===== config.mk =====
export PLATFORM = sky130hd
export DESIGN_NAME = instruction_fetch
export DESIGN_NICKNAME = d
export VERILOG_FILES = /design/src/rtl/instruction_fetch.sv
export SDC_FILE = /design/constraint.sdc
export NUM_CORES = 1
export LEC_CHECK = 0
export CORE_UTILIZATION = 41
export CTS_BUF_LIST = sky130_fd_sc_hd__clkbuf_16
export DETAILED_ROUTE_END_ITERATION = 8
export GPL_ROUTABILITY_DRIVEN = 0
export PLACE_DENSITY = 0.77
export SLEW_MARGIN = 10
export SYNTH_ARGS = -nofsm -noshare
export SYNTH_HDL_FRONTEND = slang
export SYNTH_SLANG_ARGS = --single-unit

===== constraint.sdc =====
create_clock -name clk -period 1.7 [get_ports clk]
set_input_delay 0.425 -clock clk [delete_from_list [all_inputs] [get_ports clk]]
set_output_delay 0.425 -clock clk [all_outputs]
set_load 0.02 [all_outputs]

===== src/rtl/instruction_fetch.sv =====
// Instruction fetch stage.
// Owns the program counter, drives the instruction memory address and captures
// the combinational memory word into the IF/ID pipeline register.
// Handles stall, branch/jump redirect with flush, and halt detection.
//
// Ports:
//   clk             rising-edge clock
//   rst             asynchronous active-high reset
//   pc_out          current PC, instruction memory address
//   instr_in        memory word for pc_out (same cycle)
//   stall           hold PC and IF/ID
//   redirect_valid  taken branch/jump this cycle
//   redirect_target new PC when redirect_valid is high
//   ifid_instr      registered instruction to decode
//   ifid_pc         PC of ifid_instr
//   ifid_valid      ifid_instr is a real instruction (0 = bubble)
//   halted          fetch stopped on the halt encoding
module instruction_fetch #(
    parameter int unsigned        ADDR_W       = 16,
    parameter int unsigned        DATA_W       = 16,
    parameter logic [ADDR_W-1:0]  RESET_VECTOR = 16'h0000,
    parameter logic [DATA_W-1:0]  NOP_INSTR    = 16'h0000,
    parameter logic [DATA_W-1:0]  HALT_INSTR   = 16'hFFFF
) (
    input  logic              clk,
    input  logic              rst,
    output logic [ADDR_W-1:0] pc_out,
    input  logic [DATA_W-1:0] instr_in,
    input  logic              stall,
    input  logic              redirect_valid,
    input  logic [ADDR_W-1:0] redirect_target,
    output logic [DATA_W-1:0] ifid_instr,
    output logic [ADDR_W-1:0] ifid_pc,
    output logic              ifid_valid,
    output logic              halted
);

    typedef enum logic [1:0] {
        ST_BOOT = 2'd0,
        ST_RUN  = 2'd1,
        ST_HALT = 2'd2
    } state_e;

    state_e             state_q;
    logic [ADDR_W-1:0]  pc_q;
    logic [DATA_W-1:0]  ifid_instr_q;
    logic [ADDR_W-1:0]  ifid_pc_q;
    logic               ifid_valid_q;
    logic               halted_q;

    // Fetch control: redirect beats stall beats normal fetch in RUN and HALT.
    always_ff @(posedge clk or posedge rst) begin
        if (rst) begin
            state_q      <= ST_BOOT;
            pc_q         <= RESET_VECTOR;
            ifid_instr_q <= NOP_INSTR;
            ifid_pc_q    <= '0;
            ifid_valid_q <= 1'b0;
            halted_q     <= 1'b0;
        end else begin
            case (state_q)
                // One settle cycle for the memory after reset; inputs ignored.
                ST_BOOT: begin
                    ifid_valid_q <= 1'b0;
                    state_q      <= ST_RUN;
                end

                ST_RUN: begin
                    if (redirect_valid) begin
                        pc_q         <= redirect_target;
                        ifid_instr_q <= NOP_INSTR;
                        ifid_valid_q <= 1'b0;
                    end else if (!stall) begin
                        ifid_instr_q <= instr_in;
                        ifid_pc_q    <= pc_q;
                        ifid_valid_q <= 1'b1;
                        // The halt word is passed on as valid but the PC parks on it.
                        if (instr_in == HALT_INSTR) begin
                            state_q  <= ST_HALT;
                            halted_q <= 1'b1;
                        end else begin
                            pc_q <= pc_q + ADDR_W'(1);
                        end
                    end
                end

                ST_HALT: begin
                    if (redirect_valid) begin
                        pc_q         <= redirect_target;
                        ifid_instr_q <= NOP_INSTR;
                        ifid_valid_q <= 1'b0;
                        halted_q     <= 1'b0;
                        state_q      <= ST_RUN;
                    end else if (!stall) begin
                        // Halt word shown for one unstalled cycle, bubbles after.
                        ifid_instr_q <= NOP_INSTR;
                        ifid_valid_q <= 1'b0;
                    end
                end

                default: begin
                    state_q <= ST_BOOT;
                end
            endcase
        end
    end

    assign pc_out     = pc_q;
    assign ifid_instr = ifid_instr_q;
    assign ifid_pc    = ifid_pc_q;
    assign ifid_valid = ifid_valid_q;
    assign halted     = halted_q;

endmodule


==> results.json <==
{
  "cts_tree": "done",
  "irDropWorstVdd_mv": 0.628,
  "startpoint": "instr_in[3]",
  "synth-seq-area-share_pct": 52.9,
  "core_region_area_mm2": 0.00564,
  "clock_sinks": 52,
  "ys_ff_latch": 52,
  "r2r-start": "state_q[1]$_DFFE_PP0P_",
  "grt-ovfl-total": 0,
  "antenna_found_initial": 0,
  "cp-start-kind": "input pin",
  "worstPathArrival_ps": 1900,
  "synth_area_mm2": 0.00246,
  "drt-pass1-iter-count": 4,
  "port_buffers": 85,
  "initial_core_util_pct": 43.6,
  "final_max_slew_viol_count": 0,
  "finalHoldViolations": 0,
  "nNetsFinal": 401,
  "synthesis.nets": 295,
  "violations": "setup timing",
  "clk_path_buf_depth": 2,
  "die-area_mm2": 0.00632,
  "final_area_mm2": 0.00379,
  "ys_top_cells_by_count": "nand2_1, dfrtp_1, nand3_1",
  "critPathRequiredTime_ps": 1880,
  "final-setup-viol-count": 1,
  "synthArstFlopShare_pct": 100,
  "syn_inst": 258,
  "grt_start_max_net_pins": 32,
  "drc_errors": 0,
  "cts_hold_buf": 0,
  "holdWs_ps": 372,
  "setup_slack_ps": -22.9,
  "synth_most_common_cell": "nand2_1",
  "synth_flop_cell": "dfrtp_1",
  "tightest_slew_ps": 517,
  "fmax_mhz": 580,
  "syn_to_final_growth_pct": 53.9,
  "crit_fanout": 2,
  "num_io_pins": 86,
  "dpl.hpwl_um": 4860,
  "nFillCells": 455,
  "clock_latency_ps": 290,
  "status": "complete, but fails checks",
  "grt_usage_pct": 22.6,
  "grt_pass1_wl_um": 11100,
  "synth_largest_area_cell": "dfrtp_1",
  "critPathKind": "input pin to flop",
  "slew_headroom_pct": 65.6,
  "worstHoldPathType": "input pin to flop",
  "placed_area_mm2": 0.00362,
  "synth_top_area_share_pct": 52.9,
  "rsz0062_at_grt": "true",
  "dr.first_iter.drc_count": 183,
  "p_leak_nw": 1.93,
  "avgViaCountPerCell": 5.42,
  "die_h_um": 79.5,
  "yosys_warnings": 0,
  "fin_skew_ps": 3.83,
  "synth_edf_count": 0,
  "worstHoldStart": "instr_in[13]",
  "drive_gt1_share_pct": 19.5,
  "ctsHtreeMaxLevel": 2,
  "synth.avg_cell_area_um2": 9.54,
  "layout_min_cycle_time_ps": 1720,
  "wire_per_inst_um": 15.3,
  "clkSlewWorstSetupHoldPaths_ps": 70,
  "period_share_pct": 101,
  "synth_cell_type_count": 37,
  "wl_um": 6690,
  "clock-root-buffer": "clkbuf_16",
  "vias": 2369,
  "ant_nets": 0,
  "cts-buffers-inserted": 5,
  "power_density_mw_per_mm2": 943,
  "antenna_cells": 0,
  "dieWidth_um": 79.5,
  "synth.area.top_cells": "dfrtp_1, nand2_1, mux2_2",
  "maxCapViolCount": 0,
  "rows": 27,
  "grt_pass1_vias": 2254,
  "critPathCaptureType": "flop"
}
[registers in the layout (all words and copies together), names as in the netlist]
name and cells:
state_q 2, halted 1, ifid_pc 16, ifid_valid 1
ifid_instr 16, pc_out 16
[cell type report]
class,instances,area [um^2],area share (%)
Clock buffer,5,125,3.30
Multi-Input combinational cell,187,1100,29.2
Timing Repair Buffer,115,1140,30.2
Clock inverter,3,11.3,0.297
Tap cell,72,90.1,2.38
Inverter,3,11.3,0.297
Sequential cell,52,1300,34.3
[logic make-up after synthesis]
family,Yosys count,share of synthesized area [%]
buf+inv,19,3.20
flops,52,52.9
fa+ha+maj,1,0.508
compound gates,59,14.1
mux,18,8.18
xor+xnor,1,0.356
simple gates,108,20.7
[through the flow]
stage / power [mW] / util, % / std cells / setup slack, ps / TNS [ps]
2_1_floorplan: 2.08 / - / 258 / -185 / -1970
3_3_place_gp: 2.66 / 64.1 / 428 / -623 / -17170
3_5_place_dp: 2.69 / 64.1 / 428 / -659 / -17990
4_1_cts: 3.61 / 66.1 / 437 / -3.79 / -3.79
5_1_grt: 3.75 / 67.2 / 437 / -82.7 / -239
6_report: 3.57 / 67.2 / 437 / -22.9 / -22.9
[cell usage in the layout (no fill, tap or decap), types with 3 or more instances in the layout]
cell | Yosys | routed
a21oi_1 | 21 | 21
clkbuf_16 | 0 | 5
dfrtp_1 | 52 | 52
a21o_1 | 4 | 4
buf_2 | 5 | 7
dlygate4sd2_1 | 0 | 18
nand2_1 | 53 | 52
nand4_1 | 4 | 4
buf_12 | 0 | 6
nor2_1 | 4 | 3
o21ai_0 | 19 | 18
nand2b_1 | 3 | 3
o22ai_1 | 4 | 4
dlymetal6s2s_1 | 0 | 20
nand3_1 | 27 | 27
inv_1 | 3 | 4
mux2_2 | 16 | 16
clkdlybuf4s50_1 | 0 | 38
buf_4 | 0 | 24
and3_1 | 6 | 3
[repair_timing]
action / 4_1_cts / 5_1_grt
setup buffers: 1 / 0
endpoints found under the setup margin: 30 / 30
resized for setup: 56 / 29
pin swaps: 6 / 0
[metal layers]
metal  vias to the layer above  share of wire, %  GRT usage, %
li1                       1135                 -             -
met1                      1139                45          31.7
met2                        79                47          34.4
met3                        16               5.2          4.46
met4                         0               2.7          8.91
met5                         -                 0             0
[where the power goes]
group,switching (mW),internal [mW]
clock,0.421,0.531
sequential,0.128,1.41
combinational,0.540,0.542
total,1.09,2.48
[critical path, stage by stage]
cell	delay (ps)
dlygate4sd2_1	210
nand2_1	60
or3_4	380
o31a_1	340
mux2_4	310
a31o_1	180
[worst paths after layout]
path | endpoint | slack [ps] | cells past startpoint
max | pc_out[0]$_DFFE_PP0P_ | -20 | 6
min | ifid_instr[13]$_DFFE_PP0P_ | 370 | 3
max reg2reg | pc_out[15]$_DFFE_PP0P_ | 20 | 6
min reg2reg | ifid_instr[3]$_DFFE_PP0P_ | 460 | 2
max in group asynchronous | ifid_pc[2]$_DFFE_PP0P_ | 920 | 3
min in group asynchronous | ifid_instr[4]$_DFFE_PP0P_ | 380 | 2
Power figures use the tool's default switching activity.
